===== src/rtl/tetris_piece_row_logic.sv =====
// ---------------------------------------------------------------------------
// tetris_piece_row_logic
//
// Shared helper block for the Tetris top level:
//   * combinational geometry of the falling tetromino (cell indices, bbox);
//   * sequential full-row scanner over the placed-cell bitmap;
//   * a bank of input debouncers emitting one-cycle press/release pulses.
//
// Configuration macro:
//   DEBOUNCE_SYNC_EN  defined   -> two-flop synchronizer ahead of each debouncer
//                     undefined -> single sampling flop (latency one cycle less)
//
// Ports:
//   clk                game clock (25 MHz), all state on rising edge
//   rst                synchronous active-high reset
//   piece, pos_x,
//   pos_y, rot         falling piece type, bbox top-left, rotation
//   blk_1..blk_4       flattened cell indices (y*BLOCK_WIDTH + x)
//   width, height      bounding-box size of the piece in its rotation
//   pause              freezes the row scan
//   placed_tetrominos  placed-cell bitmap, bit index y*BLOCK_WIDTH + x
//   row, row_en        full row index and its one-cycle valid pulse
//   raw                asynchronous buttons/switches
//   db_enabled         per-bit one-cycle pulse on accepted 0->1
//   db_disabled        per-bit one-cycle pulse on accepted 1->0
// ---------------------------------------------------------------------------
module tetris_piece_row_logic #(
    parameter int BLOCK_WIDTH     = 10,
    parameter int BLOCK_HEIGHT    = 20,
    parameter int NUM_INPUTS      = 7,
    parameter int DEBOUNCE_CYCLES = 250000
) (
    input  logic                              clk,
    input  logic                              rst,
    input  logic [1:0]                        piece,
    input  logic [3:0]                        pos_x,
    input  logic [4:0]                        pos_y,
    input  logic [1:0]                        rot,
    output logic [7:0]                        blk_1,
    output logic [7:0]                        blk_2,
    output logic [7:0]                        blk_3,
    output logic [7:0]                        blk_4,
    output logic [2:0]                        width,
    output logic [2:0]                        height,
    input  logic                              pause,
    input  logic [BLOCK_WIDTH*BLOCK_HEIGHT-1:0] placed_tetrominos,
    output logic [4:0]                        row,
    output logic                              row_en,
    input  logic [NUM_INPUTS-1:0]             raw,
    output logic [NUM_INPUTS-1:0]             db_enabled,
    output logic [NUM_INPUTS-1:0]             db_disabled
);

    typedef enum logic [1:0] {
        PIECE_EMPTY = 2'd0,
        PIECE_I     = 2'd1,
        PIECE_O     = 2'd2,
        PIECE_T     = 2'd3
    } piece_e;

    localparam logic [7:0] W8    = 8'(BLOCK_WIDTH);
    localparam int         CNT_W = (DEBOUNCE_CYCLES > 1) ? $clog2(DEBOUNCE_CYCLES) : 1;

    // -----------------------------------------------------------------------
    // Geometry: per-cell (dx,dy) offsets, then 8-bit flattened indices.
    // -----------------------------------------------------------------------
    logic [1:0] dx [4];
    logic [1:0] dy [4];
    logic [7:0] idx [4];
    logic       piece_valid;

    always_comb begin
        // NOTE: every always_comb output gets a default first, so no path
        // through the case leaves a value unassigned and infers a latch.
        dx          = '{default: 2'd0};
        dy          = '{default: 2'd0};
        width       = 3'd0;
        height      = 3'd0;
        piece_valid = 1'b1;
        case (piece_e'(piece))
            PIECE_I: begin
                if (rot[0]) begin
                    dy     = '{2'd0, 2'd1, 2'd2, 2'd3};
                    width  = 3'd1;
                    height = 3'd4;
                end else begin
                    dx     = '{2'd0, 2'd1, 2'd2, 2'd3};
                    width  = 3'd4;
                    height = 3'd1;
                end
            end
            PIECE_O: begin
                dx     = '{2'd0, 2'd1, 2'd0, 2'd1};
                dy     = '{2'd0, 2'd0, 2'd1, 2'd1};
                width  = 3'd2;
                height = 3'd2;
            end
            PIECE_T: begin
                case (rot)
                    2'd0: begin
                        dx = '{2'd0, 2'd1, 2'd2, 2'd1};
                        dy = '{2'd0, 2'd0, 2'd0, 2'd1};
                        width = 3'd3; height = 3'd2;
                    end
                    2'd1: begin
                        dx = '{2'd1, 2'd0, 2'd1, 2'd1};
                        dy = '{2'd0, 2'd1, 2'd1, 2'd2};
                        width = 3'd2; height = 3'd3;
                    end
                    2'd2: begin
                        dx = '{2'd1, 2'd0, 2'd1, 2'd2};
                        dy = '{2'd0, 2'd1, 2'd1, 2'd1};
                        width = 3'd3; height = 3'd2;
                    end
                    default: begin
                        dx = '{2'd0, 2'd0, 2'd1, 2'd0};
                        dy = '{2'd0, 2'd1, 2'd1, 2'd2};
                        width = 3'd2; height = 3'd3;
                    end
                endcase
            end
            default: piece_valid = 1'b0;
        endcase

        // Unclamped 8-bit arithmetic; the caller keeps the piece on the board.
        for (int i = 0; i < 4; i++) begin
            idx[i] = piece_valid
                   ? (8'(pos_y) + 8'(dy[i])) * W8 + 8'(pos_x) + 8'(dx[i])
                   : 8'd0;
        end
    end

    assign blk_1 = idx[0];
    assign blk_2 = idx[1];
    assign blk_3 = idx[2];
    assign blk_4 = idx[3];

    // -----------------------------------------------------------------------
    // Row scanner: one row tested per cycle, registered result.
    // -----------------------------------------------------------------------
    logic [4:0]             scan;
    logic [BLOCK_WIDTH-1:0] scan_bits;

    assign scan_bits = placed_tetrominos[int'(scan)*BLOCK_WIDTH +: BLOCK_WIDTH];

    // NOTE: sequential state uses non-blocking assignments so every flop
    // samples pre-edge values regardless of statement order.
    always_ff @(posedge clk) begin
        if (rst) begin
            scan   <= 5'd0;
            row    <= 5'd0;
            row_en <= 1'b0;
        end else begin
            row    <= scan;
            row_en <= !pause && (&scan_bits);
            if (!pause) begin
                scan <= (scan == 5'(BLOCK_HEIGHT - 1)) ? 5'd0 : scan + 5'd1;
            end
        end
    end

    // -----------------------------------------------------------------------
    // Debouncers: input sampling, then per-bit stability counter.
    // -----------------------------------------------------------------------
    logic [NUM_INPUTS-1:0] s;

`ifdef DEBOUNCE_SYNC_EN
    logic [NUM_INPUTS-1:0] sync_1;

    always_ff @(posedge clk) begin
        if (rst) begin
            sync_1 <= '0;
            s      <= '0;
        end else begin
            sync_1 <= raw;
            s      <= sync_1;
        end
    end
`else
    always_ff @(posedge clk) begin
        if (rst) begin
            s <= '0;
        end else begin
            s <= raw;
        end
    end
`endif

    logic [NUM_INPUTS-1:0] state;
    logic [CNT_W-1:0]      cnt [NUM_INPUTS];

    always_ff @(posedge clk) begin
        if (rst) begin
            state       <= '0;
            db_enabled  <= '0;
            db_disabled <= '0;
            // NOTE: the counter array is control state, not storage, so it
            // is reset explicitly rather than left to power-up values.
            for (int i = 0; i < NUM_INPUTS; i++) begin
                cnt[i] <= '0;
            end
        end else begin
            for (int i = 0; i < NUM_INPUTS; i++) begin
                db_enabled[i]  <= 1'b0;
                db_disabled[i] <= 1'b0;
                if (s[i] == state[i]) begin
                    cnt[i] <= '0;
                end else if (cnt[i] == CNT_W'(DEBOUNCE_CYCLES - 1)) begin
                    // Level has been stable long enough: accept it.
                    state[i]       <= s[i];
                    cnt[i]         <= '0;
                    db_enabled[i]  <= s[i];
                    db_disabled[i] <= !s[i];
                end else begin
                    cnt[i] <= cnt[i] + 1'b1;
                end
            end
        end
    end

endmodule


===== config.mk =====
export PLATFORM = sky130hd
export DESIGN_NAME = tetris_piece_row_logic
export DESIGN_NICKNAME = d
export VERILOG_FILES = /design/src/rtl/tetris_piece_row_logic.sv
export SDC_FILE = /design/constraint.sdc
export NUM_CORES = 1
export LEC_CHECK = 0
export ABC_AREA = 1
export BUFFER_PORTS_ARGS = -buffer_cell sky130_fd_sc_hd__buf_4
export CAP_MARGIN = 10
export CORE_ASPECT_RATIO = 1.1
export CORE_MARGIN = 5
export CORE_UTILIZATION = 45
export CTS_BUF_LIST = sky130_fd_sc_hd__clkbuf_8
export DETAILED_ROUTE_END_ITERATION = 6
export PLACE_DENSITY = 0.7
export SYNTH_ARGS = -nofsm -noshare
export SYNTH_HDL_FRONTEND = slang
export SYNTH_SLANG_ARGS = --single-unit

===== constraint.sdc =====
create_clock -name clk -period 10.1 [get_ports clk]
set_input_delay 2.02 -clock clk [delete_from_list [all_inputs] [get_ports clk]]
set_output_delay 2.02 -clock clk [all_outputs]
set_load 0.01 [all_outputs]

Word-level counts from Yosys, hierarchy flattened

Memories as Yosys holds them, arrays and structs flattened.
Index checks and enable logic that the tools add are counted.

Output and inout port bits: 58
Logic and storage cells: 252
Input bits: 223
Bits in registers: 39
Memory bits (writable): 126
Memories kept: 1

Memories:

| memory | depth | bits a word | rd ports | clocked after memory_dff | write ports | line | source |
|---|---|---|---|---|---|---|---|
| cnt    | 7     | 18          | 7        | 0                        | 7           | 190  | `logic [CNT_W-1:0] cnt [NUM_INPUTS];` |

$add $sub $neg: 20
Reduce and logical (&&, ||, !) cells: 27
Shift operators: 1
Bitwise operators: 35
Multiplexer cells: 118
Multiply operators: 5
Equal/unequal tests: 20

Operator list:

| cell                                              | count |
|---|---|
| 2-to-1 mux 18 bit                                 | 21 |
| indexed part select 200 x 10 -> 10 bit            | 1 |
| adder 18 x 1 -> 18 bit (second input constant)    | 7 |
| == test 18 bit (second input constant)            | 7 |
| 2-to-1 mux 1 bit                                  | 82 |
| case mux 7 bit (3 select lines)                   | 2 |
| adder 8 x 2 -> 8 bit                              | 4 |
| adder 8 x 4 -> 8 bit                              | 4 |
| 2-to-1 mux 8 bit                                  | 4 |
| multiplier 6 x 3 -> 7 bit (second input constant) | 4 |
| OR reduction 3 bit                                | 8 |
| bitwise OR 1 bit                                  | 21 |
| adder 5 x 2 -> 6 bit                              | 3 |
| case mux 3 bit (3 select lines)                   | 2 |
| 2-to-1 mux 5 bit                                  | 3 |
| case mux 5 bit (3 select lines)                   | 1 |
| inverter 1 bit                                    | 14 |
| AND reduction 2 bit                               | 7 |
| case mux 5 bit (2 select lines)                   | 1 |
| AND reduction 10 bit                              | 1 |
| zero test 1 bit                                   | 8 |
| multiplier 5 x 3 -> 8 bit (second input constant) | 1 |
| == test 1 bit                                     | 7 |
| adder 5 x 2 -> 6 bit (second input constant)      | 1 |
| 8 further kinds                                   | 12 |

Depth between registers and ports, before layout

Depth in word-level cells: 8
Gate-level depth with buffers: 21
Gate-level depth less buffers: 21

Worst setup path after synthesis

OpenSTA, ideal clock, no wires.

Kind: input-to-output
Start point: in rot[0]
End point: out blk_4[6]
Cell stages on the path: 16
Buffers on the path: 0
Setup slack: 3,058 ps
Data arrival time: 5,022 ps
Data required time: 8,080 ps
Path through: inv_1 -> ha_1 -> o21ai_0 -> nand3_1 -> ha_1 -> fa_1 -> xor2_1 -> ha_1 -> ha_1 -> ha_1 -> nand3_1 -> nand3_1 -> and2_1 -> o21ai_0 -> o21ai_0 -> a21oi_1

Cells in the longest elaborated chain, start to end: 8
Elaborated cells on any way between the ends: 14
Classes of those cells: add/sub: 3; mul: 1; eq/ne: 2; mux: 7; reduce/logical: 1

RTL lines:

| element                                          | line | source |
|---|---|---|
| from (decl)                                      | 38   | `input logic [1:0] rot,` |
| == test 2 bit or zero test 2 bit (tied branches) | 99   | `case (rot)` |
| case mux 5 bit (2 select lines)                  | 99   |  |
| case mux 5 bit (3 select lines)                  | 80   | `case (piece_e'(piece))` |
| adder 5 x 2 -> 6 bit                             | 128  | `? (8'(pos_y) + 8'(dy[i])) * W8 + 8'(pos_x) + 8'(dx[i])` |
| multiplier 6 x 3 -> 7 bit                        | 128  |  |
| adder 8 x 4 -> 8 bit                             | 128  |  |
| adder 8 x 2 -> 8 bit (*)                         | 128  |  |
| 2-to-1 mux 8 bit (*)                             | 128  |  |
| to (decl)                                        | 42   | `output logic [7:0] blk_4,` |

Every way passes the cells marked *; elsewhere a longest branch is shown, timed or not.

Worst setup path in the final report

Same ends and word-level chain as after synthesis.

==> key figures <==
Layout
  • Most frequent cells in the layout: buf_4, nand2_1, inv_1, nor2_1
  • FF+latch area: 4560 µm²
  • Nets: 2207
  • Post-layout util: 57.8%
  • Synth-to-layout area growth: 27.7%
  • Final Instance Count excl. Fillers: 2271
  • Fillcell total: 2463
  • Multi-input logic area: 6620 µm²
  • Final Instance Area: 15000 µm²
  • Share of layout cells above drive strength 1: 20.1%
  • Most common cell after layout, fill and taps aside: buf_4

Global route
  • First-pass GRT wire length: 50.5 mm
  • Final global-route overflow total: 0
  • Largest net degree at the start of global routing: 46
  • Initial antenna violation count: 1
  • Vias in the first global route: 10.9k
  • GRT Util Overall: 21.1%

Logic synthesis
  • Adder-Cell Fraction of Synth Area: 9.16%
  • Syn Inst Count: 1500
  • Top FF cell, synth: edfxtp_1
  • Post-synth EDFFs: 126
  • Compound-cell area share of the yosys netlist: 8.07%
  • FF+latch count, synth: 165
  • Largest family of logic cells by synthesized area: simple AND/OR/NAND/NOR gates
  • Mux cell area share after synthesis: 0%
  • Syn avg cell area: 7.85 µm²
  • Top cells by area, synth: edfxtp_1, nand2_1, inv_1
  • Xor and xnor fraction of the mapped netlist area: 4.45%
  • Sequential share of the synthesized area: 38.8%
  • Synth Area in Simple Gates: 30.5%
  • Ys async rst share: 0%
  • Yosys Warn Count: 0
  • Yosys top cell by area: edfxtp_1
  • Synth Cell Area: 11800 µm²
  • Top cell type's share of synthesized area: 32.1%
  • Yosys cell types: 50

Route
  • Router iterations before antenna repair: 5
  • Via Count: 10.9k
  • Residual DRC: 0
  • Vias/cell: 4.81
  • Detailed router's first-iteration violation count: 553
  • Final ANT Viol Nets: 0
  • Drt wl/cell: 13.7 µm
  • Routed WL: 31.2 mm

Die
  • Site row count: 62
  • Die height: 180 µm
  • Die Footprint: 29500 µm²
  • Core Box Area: 26000 µm²
  • I/O pins: 281
  • Die Wd: 164 µm
  • Initial core utilization: 45.3%

STA
  • Setup tns final: 0 ns
  • Clock skew: 0.0201 ns
  • Setup violators final: 0
  • Unrepaired setup endpoints after global routing: no
  • Slew Limit Fails: 0
  • Rel. slew slack: 51.0%
  • Period utilization: 76.1%
  • Fin crit period: 7.68 ns
  • Hold Violations, Final: 0
  • WHS: 0.470 ns
  • Worst-Margin Slew: 0.733 ns
  • Peak Freq: 0.130 GHz

Clock tree
  • CTS tree: built
  • Clk root buf: clkbuf_8
  • Clock Path Buffers: 2
  • Post-CTS Hold Buffers: 0
  • Resized cells post-CTS: 0
  • Worst skew pair latency: 0.47 ns
  • Num CTS Buffers: 17
  • Post CTS Setup Buffer Count: 0
  • Clock Sinks: 165
  • CTS clk-pin slew, worst paths: 0.09 ns
  • Number of H-tree levels: 4

Setup path
  • Worst Path Max Fanout: 5
  • Most used cell, CP: ha_1
  • Largest stage delay on the critical path: 0.40 ns
  • Worst-path cell chain: buf_4 -> inv_1 -> ha_1 -> o21ai_0 -> nand3_1 -> ha_1 -> fa_1 -> xor2_1 -> ha_1 -> ha_1 -> ha_1 -> nand3_1 -> nand3_1 -> and2_1 -> o21ai_0 -> o21ai_0 -> a21oi_1 -> buf_4
  • CP arrival: 5.66 ns
  • Worst EP required: 8.08 ns
  • Critical path class: in2out
  • CP max-delay cell: fa_1
  • Setup crit end kind: output pin
  • Startpoint Class: input port
  • Worst r2r path cells: 9

Pwr
  • Logic pwr share: 26.9%
  • Clk pwr share: 26.4%
  • Pwr Density: 111 nW/µm²
  • Sw Ratio: 32.0%
  • Leakage: 7.07 nW
  • Internal: 1.14 mW
  • Max VDD drop: 72.6 µV
  • Sequential power share: 46.8%
  • NetSw: 0.536 mW

Place
  • Placer's final routability congestion estimate: 0.920
  • Area after DPL: 14700 µm²
  • Quantity of I/O buffers inserted on ports: 280
  • Post-DP HPWL: 25.9 mm
  • Dpl cells: 2238

Run status
  • Outcome: finished clean

Worst hold path
  • Hold Path Depth: 2
  • Hold WC Path Type: reg2reg

Flow run
  • Max cap viols: 0
-- flip-flops by register name (all words and copies together), names as in the netlist --
register     count
db_enabled       7
db_disabled      7
state            7
row_en           1
row              5
scan             5
cnt            126
s                7
-- final cells by class --
| class | count | area share (%) |
|---|---|---|
| Multi-Input combinational cell | 1190 | 44.0 |
| Sequential cell | 165 | 30.4 |
| Timing Repair Buffer | 282 | 14.1 |
| Inverter | 249 | 6.22 |
| Tap cell | 352 | 2.93 |
| Clock buffer | 17 | 1.56 |
| Clock inverter | 15 | 0.807 |
| Antenna cell | 1 | 0.0166 |
-- Yosys cell counts, drive strengths merged (8+ instances only) --
| cell | count |
|---|---|
| ha | 67 |
| nand2 | 292 |
| dfxtp | 39 |
| nand4 | 38 |
| nor3b | 18 |
| or2 | 11 |
| edfxtp | 126 |
| fa | 12 |
| nor4 | 19 |
| nor3 | 77 |
| nand3 | 80 |
| o21a | 8 |
| a21oi | 91 |
| o21ai | 49 |
| xor2 | 43 |
| nand3b | 8 |
| buf | 16 |
| nor2 | 205 |
| xnor2 | 16 |
| inv | 246 |
-- routing by layer --
layer | vias to the layer above | part of all wire (%) | wire length [µm] | track usage [%]
li1 | 5657 | - | - | -
met3 | 61 | 5.7 | 1790 | 4.81
met1 | 4935 | 39 | 12300 | 23.8
met4 | 0 | 4.4 | 1370 | 9.09
met2 | 278 | 51 | 15800 | 37.8
met5 | - | 0 | 0 | 0
-- worst paths after layout --
check,start,to,slack [ns]
worst min register to register,state[6]$_SDFFE_PP0P_,state[6]$_SDFFE_PP0P_,0.47
worst max-delay path,rot[0],blk_4[6],2.42
worst min-delay path,state[6]$_SDFFE_PP0P_,state[6]$_SDFFE_PP0P_,0.47
worst max register to register,cnt[1][0]$_SDFFCE_PN0P_,cnt[1][9]$_SDFFCE_PN0P_,7.83
-- per-stage QoR --
step,power [mW],worst slack [ns]
after global placement,1.24,2.57
after global routing,1.78,2.01
after detailed placement,1.25,2.41
after floorplan,1.04,3.06
after CTS,1.69,2.40
final,1.67,2.42
-- cells by family (layout without fill, tap and decap cells) --
kind of cell / after synthesis / count (layout)
flops: 165 / 165
fa+ha+maj: 79 / 79
xor+xnor: 59 / 59
compound gates: 174 / 174
simple gates: 752 / 752
buf+inv: 270 / 563
other cells: 1 / 127
-- power groups by stage --
stage               clock network [mW]  registers [mW]  logic [mW]
finish                           0.441           0.783       0.450
global route                     0.482           0.788       0.507
CTS                              0.453           0.783       0.452
detailed placement                   0           0.799       0.449
global placement                     0           0.797       0.439
floorplan                            0           0.791       0.254
-- worst max-delay path: cells and delay by family --
family                   cells  cell delay, ns
AO/OA/AOI/OAI                4            0.85
adder cells (fa/ha/maj)      6            1.76
AND/OR/NAND/NOR              4            0.44
XOR/XNOR                     1            0.24
buffers and inverters        3            0.34
No activity file was read; power rests on OpenSTA's default activity.
